<file path="src/rtl/pipeline_ctrl.sv">
// Hazard/stall controller for a 5-stage pipeline: load-use stalls, branch flushes, memory waits
// with timeout halt. Optional statistics counters are built when PIPELINE_CTRL_STATS_EN is defined.
module pipeline_ctrl #(
    parameter int unsigned MEM_TIMEOUT = 16
) (
    input  logic        clk,
    input  logic        rst,
    input  logic [4:0]  id_rs1,
    input  logic [4:0]  id_rs2,
    input  logic [4:0]  ex_rd,
    input  logic        ex_mem_read,
    input  logic        branch_taken,
    input  logic        dmem_req,
    input  logic        dmem_ready,
    output logic        pc_en,
    output logic        if_id_en,
    output logic        id_ex_en,
    output logic        ex_mem_en,
    output logic        if_id_flush,
    output logic        id_ex_flush,
    output logic        mem_err,
    output logic [1:0]  state,
    output logic [31:0] stall_cycles,
    output logic [31:0] flush_count
);

    localparam int unsigned CntW = $clog2(MEM_TIMEOUT + 1);
    localparam logic [CntW-1:0] TimeoutVal = CntW'(MEM_TIMEOUT);

    typedef enum logic [1:0] {
        StRun     = 2'd0,
        StMemWait = 2'd1,
        StHalt    = 2'd2
    } state_e;

    state_e          state_q, state_d;
    logic [CntW-1:0] wait_cnt_q, wait_cnt_d;
    logic            pend_q, pend_d;
    logic            err_q, err_d;
    logic            freeze;
    logic            load_use;

    assign load_use = ex_mem_read && (ex_rd != 5'd0) && ((ex_rd == id_rs1) || (ex_rd == id_rs2));

    always_ff @(posedge clk) begin
        if (!rst) begin
            state_q    <= StRun;
            wait_cnt_q <= '0;
            pend_q     <= 1'b0;
            err_q      <= 1'b0;
        end else begin
            state_q    <= state_d;
            wait_cnt_q <= wait_cnt_d;
            pend_q     <= pend_d;
            err_q      <= err_d;
        end
    end

    always_comb begin
        state_d     = state_q;
        wait_cnt_d  = wait_cnt_q;
        pend_d      = pend_q;
        err_d       = err_q;
        freeze      = 1'b0;
        pc_en       = 1'b0;
        if_id_en    = 1'b0;
        id_ex_en    = 1'b0;
        ex_mem_en   = 1'b0;
        if_id_flush = 1'b0;
        id_ex_flush = 1'b0;

        unique case (state_q)
            StRun: begin
                if (dmem_req && !dmem_ready) begin
                    freeze     = 1'b1;
                    wait_cnt_d = CntW'(1);
                    if (CntW'(1) >= TimeoutVal) begin
                        state_d = StHalt;
                        err_d   = 1'b1;
                    end else begin
                        state_d = StMemWait;
                    end
                end
            end
            StMemWait: begin
                if (!dmem_ready) begin
                    freeze     = 1'b1;
                    wait_cnt_d = wait_cnt_q + CntW'(1);
                    if (wait_cnt_d == TimeoutVal) begin
                        state_d = StHalt;
                        err_d   = 1'b1;
                    end
                end else begin
                    state_d    = StRun;
                    wait_cnt_d = '0;
                end
            end
            StHalt: freeze = 1'b1;
            default: state_d = StRun;
        endcase

        // A branch seen while frozen is remembered and flushed on the first advancing cycle.
        if (freeze) begin
            pend_d = pend_q | branch_taken;
        end else if (branch_taken || pend_q) begin
            pc_en       = 1'b1;
            if_id_en    = 1'b1;
            id_ex_en    = 1'b1;
            ex_mem_en   = 1'b1;
            if_id_flush = 1'b1;
            id_ex_flush = 1'b1;
            pend_d      = 1'b0;
        end else if (load_use) begin
            id_ex_en    = 1'b1;
            ex_mem_en   = 1'b1;
            id_ex_flush = 1'b1;
        end else begin
            pc_en     = 1'b1;
            if_id_en  = 1'b1;
            id_ex_en  = 1'b1;
            ex_mem_en = 1'b1;
        end

        if (!rst) begin
            pc_en       = 1'b0;
            if_id_en    = 1'b0;
            id_ex_en    = 1'b0;
            ex_mem_en   = 1'b0;
            if_id_flush = 1'b1;
            id_ex_flush = 1'b1;
        end
    end

    assign mem_err = err_q;
    assign state   = state_q;

`ifdef PIPELINE_CTRL_STATS_EN
    logic [31:0] stall_q, flush_q;

    always_ff @(posedge clk) begin
        if (!rst) begin
            stall_q <= '0;
            flush_q <= '0;
        end else begin
            if (!pc_en && (stall_q != 32'hFFFF_FFFF)) stall_q <= stall_q + 32'd1;
            if (if_id_flush && (flush_q != 32'hFFFF_FFFF)) flush_q <= flush_q + 32'd1;
        end
    end

    assign stall_cycles = stall_q;
    assign flush_count  = flush_q;
`else
    assign stall_cycles = '0;
    assign flush_count  = '0;
`endif

endmodule

</file>
<file path="config.mk">
export PLATFORM = sky130hd
export DESIGN_NAME = pipeline_ctrl
export DESIGN_NICKNAME = d
export VERILOG_FILES = /design/src/rtl/pipeline_ctrl.sv
export SDC_FILE = /design/constraint.sdc
export NUM_CORES = 1
export LEC_CHECK = 0
export CORE_MARGIN = 4
export CORE_UTILIZATION = 55
export DETAILED_ROUTE_END_ITERATION = 7
export DONT_BUFFER_PORTS = 1
export PLACE_DENSITY = 0.73
export SLEW_MARGIN = 20
export SYNTH_ARGS = -nofsm -noshare
export SYNTH_HDL_FRONTEND = slang
export SYNTH_SLANG_ARGS = --single-unit
export TNS_END_PERCENT = 100
</file>
<file path="constraint.sdc">
create_clock -name clk -period 2.4 [get_ports clk]
set_input_delay 0.72 -clock clk [delete_from_list [all_inputs] [get_ports clk]]
set_output_delay 0.72 -clock clk [all_outputs]
set_load 0.05 [all_outputs]
</file>
After elaboration in Yosys (flattened, before gate mapping) --
Cells that the tools add are included.
Operators by class: multiplexer cells 25, add/sub/neg operators 1, reduce and logical (&&, ||, !) cells 13, bitwise logic cells 3, equality and inequality tests 7
Operators by type and width (count):
- $mux W1 | 17
- $eq A5 B5 Y1 | 2
- $mux W5 | 2
- $pmux W5 S2 | 1
- $mux W2 | 3
- $pmux W2 S3 | 1
- $reduce_and A3 Y1 | 2
- $add A5 B1 Y5 const B | 1
- $eq A5 B5 Y1 const B | 1
- $reduce_bool A5 Y1 | 1
- $reduce_bool A2 Y1 | 2
- $logic_and A1 B1 Y1 | 3
- $ne A3 B3 Y1 const B | 1
- $pmux W1 S3 | 1
- $eq A2 B1 Y1 const B | 1
- $eq A2 B2 Y1 const B | 1
- $logic_not A2 Y1 | 1
- $logic_or A1 B1 Y1 | 2
- $ne A2 B2 Y1 const B | 1
- $not A1 Y1 | 2
- $reduce_and A2 Y1 | 1
- $logic_not A1 Y1 | 1
- $or A1 B1 Y1 | 1
Storage, ports and cells: bits of input ports 21, register bits after elaboration 9, output and inout port bits 73

Depth between registers and ports, before layout --
Gate-level depths: netlist of run 1.
depth in word-level cells 7, depth in mapped cells 5, depth with buffers taken out 5

Least setup slack after synthesis of run 1 --
OpenSTA, ideal clock, no wires.
path kind in2out, start point input ex_rd[1], end point output id_ex_flush, required time 1.680 ns, buffers on the path 0, stages 4, path slack -1.330 ns, data arrival time 3.010 ns, cell sequence xor2_1 > nor3_1 > a22oi_1 > o311ai_0
On the way: word-level cells in the longest chain between the ends 7, elaborated cells between the ends (all ways) 10
Ends and longest elaborated chain:
- start: declaration | line 10 | input logic [4:0] ex_rd,
- $eq A5 B5 Y1 or $reduce_bool A5 Y1 (tied branches) | line 43 | assign load_use = ex_mem_read && (ex_rd != 5'd0) && ((ex_rd == id_rs1) || (ex_rd == id_rs2));
- $logic_or A1 B1 Y1 or $logic_and A1 B1 Y1 (tied branches) | line 43
- $logic_and A1 B1 Y1 * | line 43
- $mux W1 * | line 113 | end else if (load_use) begin
- $mux W1 * | line 105 | end else if (branch_taken || pend_q) begin
- $mux W1 * | line 103 | if (freeze) begin
- $mux W1 * | line 124 | if (!rst) begin
- end: declaration | line 20 | output logic id_ex_flush,
Every way passes the cells marked *; elsewhere a longest branch is shown, timed or not.

Worst setup path in the final report of run 1 --
start point input ex_rd[4], end point output pc_en
On the way: word-level cells in the longest chain between the ends 7, elaborated cells between the ends (all ways) 10
Ends and longest elaborated chain:
- $eq A5 B5 Y1 or $reduce_bool A5 Y1 (tied branches) | line 43
- $logic_or A1 B1 Y1 or $logic_and A1 B1 Y1 (tied branches) | line 43
- $logic_and A1 B1 Y1 * | line 43
- $mux W1 * (4 in a row)
- end: declaration | line 15 | output logic pc_en,
Marks and branches as above.

==> results.yml, run 1 <==
run_status:
  status: "complete, but fails checks"
  violations: "negative setup slack"
clocking:
  cts.sinks: 9
  numCtsBuffers: 3
  clk_path_buf_depth: 2
  clk_pin_slew_ns: 0.06
  htreeDepth: 1
  cts_tree: "built"
  cts_root_buf: "clkbuf_4"
  cts_setup_buffers: 0
  clock_latency_ns: 0.26
timing:
  finalCritPeriodShare_pct: 105
  setup_viol: 3
  finalHoldViolCount: 0
  slew_headroom_pct: 66.2
  clock_skew_ns: 0.00115
  period_needed_ns: 2.52
  tightest_slew_ns: 0.507
  rsz0062_at_grt: "yes"
  fmax_ghz: 0.397
  fin_ws_ns: -0.116
  whs_ns: 0.476
  maxSlewViolCount: 0
yosys:
  synth-seq-cells: 9
  avgSynthCellArea_um2: 7.72
  netlist_instances: 139
  yosysSeqAreaShare_pct: 16.8
  netlist_area_mm2: 0.00107
  synth_cell_types: 28
  yosys_warnings: 0
final_layout:
  fillers: 183
  nets: 170
  final_cells: 172
  antenna_cells: 0
  drive_above_1_share_pct: 14.3
  regArea_um2: 181
  area_delta_synth_final_pct: -5.36
  multi_input_area_um2: 688
  post-route-util_pct: 57.0
floorplanning:
  core-area_mm2: 0.00178
  die_area_mm2: 0.00272
  die_w_um: 52.2
  fp.dieH_um: 52.2
  initial_core_util_pct: 60.2
  fp-row-count: 15
  io_pins: 94
worst_setup_path:
  startpoint_type: "input port"
  timing.reg2reg.setup_slack_ns: 0.84
  r2r-start: "state[1]$_SDFFE_PN0P_"
  cp_slowest_cell: "or4_4"
  cp-end-kind: "primary output"
  path_class: "in -> out"
  worst_path_largest_cell_delay_ns: 0.54
  crit_path_cell_trace: "or4_4 > o21ai_4 > o41a_4"
  critPathMaxFanout: 3
  r2r_cells: 4
  worstPathArrival_ns: 1.80
  r2r_end: "state[1]$_SDFFE_PN0P_"
  cp.required_ns: 1.68
worst_hold_path:
  whs_path_depth: 1
  min-delay-start: "wait_cnt_q[4]$_SDFFE_PN0P_"
  hp-class: "reg -> reg"
  hold_path_end: "wait_cnt_q[4]$_SDFFE_PN0P_"
grt:
  globalRoute.totalOverflow: 0
  first_global_vias: 641
  grt_max_degree: 8
  antenna_found_initial: 0
  grt.total_usage_pct: 12.6
  grt_pass1_wl_um: 2580
detailed_routing:
  drt_iter0_drc: 7
  routed_wl_um: 1930
  routed_via_density: 4.37
  avgRoutedWirePerCell_um: 11.2
  drc: 0
  drt.antenna.violating_nets: 0
  first_pass_iters: 5
  num_vias: 751
placement:
  port_buffers: 0
  place_ws_ns: -0.164
  placed_cells: 168
  place.gp.congestion: 0.782
  dp.final_hpwl_um: 1700
power_and_ir_drop:
  power_density_mw_per_mm2: 586
  ir_worst_vdd_uv: 329
  p_leak_nw: 0.492
flow_run:
  maxCapViolations: 0
-- synth_stat cells --
cell type | count | share of area (%)
nor3_1 | 5 | 2.3
or3_1 | 1 | 0.58
o41a_1 | 1 | 1.0
or3b_4 | 1 | 1.0
o21a_1 | 1 | 0.70
ha_1 | 1 | 1.2
nor2_1 | 10 | 3.5
conb_1 | 1 | 0.35
or4_1 | 1 | 0.70
nor2b_1 | 1 | 0.58
nand2b_1 | 1 | 0.58
o21ai_0 | 5 | 2.3
a311oi_1 | 1 | 0.82
a22oi_1 | 2 | 1.4
nand2_1 | 2 | 0.70
or2_2 | 1 | 0.58
o311a_1 | 1 | 0.93
nor3b_1 | 1 | 0.70
nand3_1 | 2 | 0.93
buf_4 | 66 | 46
inv_1 | 3 | 1.0
and4b_1 | 1 | 0.93
dfxtp_1 | 9 | 17
nand3b_1 | 1 | 0.70
o31ai_1 | 1 | 0.70
xor2_1 | 10 | 8.2
a21oi_1 | 8 | 3.7
o311ai_0 | 1 | 0.82
-- sequential cells by signal, indices dropped and copies added, names as in the netlist --
register	count
wait_cnt_q	5
state	2
pend_q	1
mem_err	1
-- repair_timing --
item,in CTS,in global routing
hold buffers,0,0
setup endpoints to repair,3,3
resized for setup,2,0
pin swaps,6,1
-- metal layers --
metal	vias to the layer above	wire [um]	GRT usage [%]
li1	349	-	-
met1	346	575	10.7
met2	56	1050	24.5
met3	0	303	6.27
met4	0	0	5.11
met5	-	0	0
-- kinds of logic (layout without fill, tap and decap cells) --
kind of cell	after synthesis	in the layout	synth area share [%]
buffers and inverters	69	14	47.2
and+or+nand+nor	28	28	13.9
AOI/OAI and AO/OA	21	21	12.5
xor gates and xnor gates	10	10	8.16
DFF	9	9	16.8
adders and majority gates	1	1	1.17
other	1	64	0.349
-- final cells by class --
cell class,count,area share (%)
multi-input cells,124,67.7
flip-flops and latches,9,17.9
repair buffers,7,7.64
well taps,25,3.08
clock buffers,4,2.59
inverters,3,1.11
-- layout by cell type (no fill, tap or decap), types with 2 or more instances in the layout --
cell type and n:
nor2_1 9, a21oi_1 8, inv_1 3, nor3_1 4
nand2_1 2, conb_1 64, dfxtp_1 8, nand3_1 2
buf_12 2, buf_4 5, xor2_1 10, o21ai_0 4
clkbuf_4 3
-- report_power, final --
group          internal, mW  total [mW]  leakage [nW]  switching [mW]
Combinational        0.0405       0.320         0.404           0.280
Sequential            0.153       0.157        0.0734         0.00424
Clock                0.0641       0.118        0.0150          0.0540
Total                 0.257       0.595         0.492           0.338
-- worst max-delay path by stage --
| stage | from | to | slack (ns) | cells after the start |
|---|---|---|---|---|
| final | ex_rd[4] | pc_en | -0.12 | 3 |
| after global routing | ex_rd[4] | pc_en | -0.14 | 3 |
| after CTS | ex_rd[4] | pc_en | -0.13 | 3 |
| after detailed placement | ex_rd[1] | pc_en | -0.16 | 4 |
| after global placement | ex_rd[1] | pc_en | -0.14 | 3 |
| after floorplan | ex_rd[1] | pc_en | -0.23 | 5 |
-- critical path, delay by kind of cell --
family             cells  cell delay (ns)
and+or+nand+nor        1             0.54
AOI/OAI and AO/OA      2             0.54
-- metrics by stage --
step / total power [mW] / area (um2) / setup TNS (ns)
finish: 0.595 / 1020 / -0.285
global route: 0.619 / 1020 / -0.356
CTS: 0.597 / 1020 / -0.317
detailed placement: 0.475 / 980 / -0.396
global placement: 0.473 / 980 / -0.324
floorplan: 0.536 / 1370 / -0.374
(Power assumes the default switching activity.)
==> inputs of run 2 (changes only) <==
--- a/config.mk
+++ b/config.mk
@@ -6,10 +6,9 @@
 export NUM_CORES = 1
 export LEC_CHECK = 0
 export CORE_MARGIN = 4
-export CORE_UTILIZATION = 55
+export CORE_UTILIZATION = 45
 export DETAILED_ROUTE_END_ITERATION = 7
 export DONT_BUFFER_PORTS = 1
-export PLACE_DENSITY = 0.73
 export SLEW_MARGIN = 20
 export SYNTH_ARGS = -nofsm -noshare
 export SYNTH_HDL_FRONTEND = slang
==> constraint.sdc (replaced) <==
create_clock -name clk -period 2.7 [get_ports clk]
set_input_delay 0.81 -clock clk [delete_from_list [all_inputs] [get_ports clk]]
set_output_delay 0.81 -clock clk [all_outputs]
set_load 0.05 [all_outputs]
==> run 2 against run 1 <==
The flow now finishes without violations. Largest power group unchanged. Setup slack better by 0.14 ns. Sequential share of layout area is 0.25 points lower. Power is 11% lower. Clock power is 8% lower. Critical path type unchanged. Register-to-register slack better by 0.28 ns.
==> results.yml, run 2 (same netlist as run 1, synthesis figures left out) <==
worst_setup_path:
  cp-end-kind: "primary output"
  critPathMaxFanout: 3
  r2r_end: "state[1]$_SDFFE_PN0P_"
  r2r_cells: 4
  r2r-start: "state[1]$_SDFFE_PN0P_"
  worstPathArrival_ns: 1.87
  startpoint_type: "input port"
  timing.reg2reg.setup_slack_ns: 1.12
  path_class: "in -> out"
  cp.required_ns: 1.89
timing:
  clock_skew_ns: 0.0101
  maxSlewViolCount: 0
  period_needed_ns: 2.68
  fmax_ghz: 0.374
  tns_ns: 0
  tightest_slew_ns: 0.518
  fin_ws_ns: 0.0250
  whs_ns: 0.483
  setup_viol: 0
  slew_headroom_pct: 65.4
  finalHoldViolCount: 0
  finalCritPeriodShare_pct: 99.1
  rsz0062_at_grt: "yes"
flow_run:
  maxCapViolations: 0
floorplanning:
  fp-row-count: 17
  initial_core_util_pct: 48.1
  die_area_mm2: 0.00323
  io_pins: 94
  die_w_um: 56.8
  fp.dieH_um: 56.8
  core-area_mm2: 0.00223
clocking:
  numCtsBuffers: 3
  clock_latency_ns: 0.27
  cts_tree: "built"
  htreeDepth: 1
  clk_path_buf_depth: 2
  cts_root_buf: "clkbuf_4"
  cts.sinks: 9
  clk_pin_slew_ns: 0.06
final_layout:
  nets: 170
  post-route-util_pct: 45.8
  area_delta_synth_final_pct: -4.66
  final_common_cell: "conb_1"
  design_area_mm2: 0.00102
  largest_reg_flops: 5
  final_cells: 175
  largest-register: "wait_cnt_q"
  antenna_cells: 0
  layout_common_cells: "64 x conb_1, 10 x xor2_1, 9 x nor2_1, 9 x dfxtp_1, 8 x a21oi_1"
  fillers: 240
  drive_above_1_share_pct: 14.3
placement:
  place.gp.congestion: 0.889
  dp.final_hpwl_um: 1610
  placed_cells: 171
  place_area_um2: 971
  port_buffers: 0
  place_ws_ns: -0.0789
power_and_ir_drop:
  total_power_mw: 0.533
  power_density_mw_per_mm2: 520
  p_leak_nw: 0.495
  ir_worst_vdd_uv: 237
grt:
  grt_max_degree: 8
  first_global_vias: 691
  grt_pass1_wl_um: 2810
  antenna_found_initial: 0
  globalRoute.totalOverflow: 0
  grt.total_usage_pct: 11.2
detailed_routing:
  drt.antenna.violating_nets: 0
  routed_wl_um: 1910
  routed_via_density: 4.22
  avgRoutedWirePerCell_um: 10.9
  first_pass_iters: 3
  drt_iter0_drc: 5
  num_vias: 739
  drc: 0
worst_hold_path:
  hold_path_end: "wait_cnt_q[4]$_SDFFE_PN0P_"
  whs_path_depth: 1
  hp-class: "reg -> reg"
  min-delay-start: "wait_cnt_q[4]$_SDFFE_PN0P_"
run_status:
  status: "finished, final reports clean"
run 2: how the worst max path moves through the flow:
| stage | start | to | slack, ns | cells after the start |
|---|---|---|---|---|
| 2_1_floorplan | ex_rd[1] | pc_en | -0.11 | 5 |
| 3_3_place_gp | ex_rd[1] | if_id_en | -0.04 | 4 |
| 3_5_place_dp | ex_rd[1] | if_id_en | -0.08 | 4 |
| 4_1_cts | ex_rd[4] | id_ex_flush | -0.01 | 5 |
| 5_1_grt | ex_rd[4] | id_ex_flush | -0.009 | 5 |
| 6_report | ex_rd[4] | id_ex_flush | 0.02 | 5 |
run 2: area by class of cell:
| cell class | count | area [um2] | share of cell area [%] |
|---|---|---|---|
| multi-input cells | 124 | 688 | 67.2 |
| flip-flops and latches | 9 | 180 | 17.6 |
| repair buffers | 7 | 81.3 | 7.95 |
| well taps | 28 | 35.0 | 3.42 |
| clock buffers | 3 | 22.5 | 2.20 |
| inverters | 3 | 11.3 | 1.10 |
| clock inverters | 1 | 5.00 | 0.489 |
run 2: power by group:
part / leakage, nW / internal, mW / total, mW / switching (mW)
registers: 0.0730 / 0.135 / 0.139 / 0.00349
clock network: 0.0177 / 0.0548 / 0.108 / 0.0532
logic: 0.405 / 0.0364 / 0.286 / 0.249
run 2: layer usage:
metal  vias to the layer above  track usage [%]  routed length [um]
li1                        347                -                   -
met1                       316             11.2                 624
met2                        71             18.0                 903
met3                         5             5.06                 331
met4                         0             8.28                  49
met5                         -                0                   0
run 2: timing repair:
action | 4_1_cts | 5_1_grt
buffers inserted | 0 | 0
setup endpoints to repair | 3 | 3
hold buffers | 0 | 0
resized for setup | 5 | 0
pin swaps | 3 | 1
run 2: worst max-delay path, cell delays in order:
cell	delay (ns)
or4_4	0.52
o21ai_4	0.16
buf_6	0.12
o311ai_4	0.08
buf_12	0.16
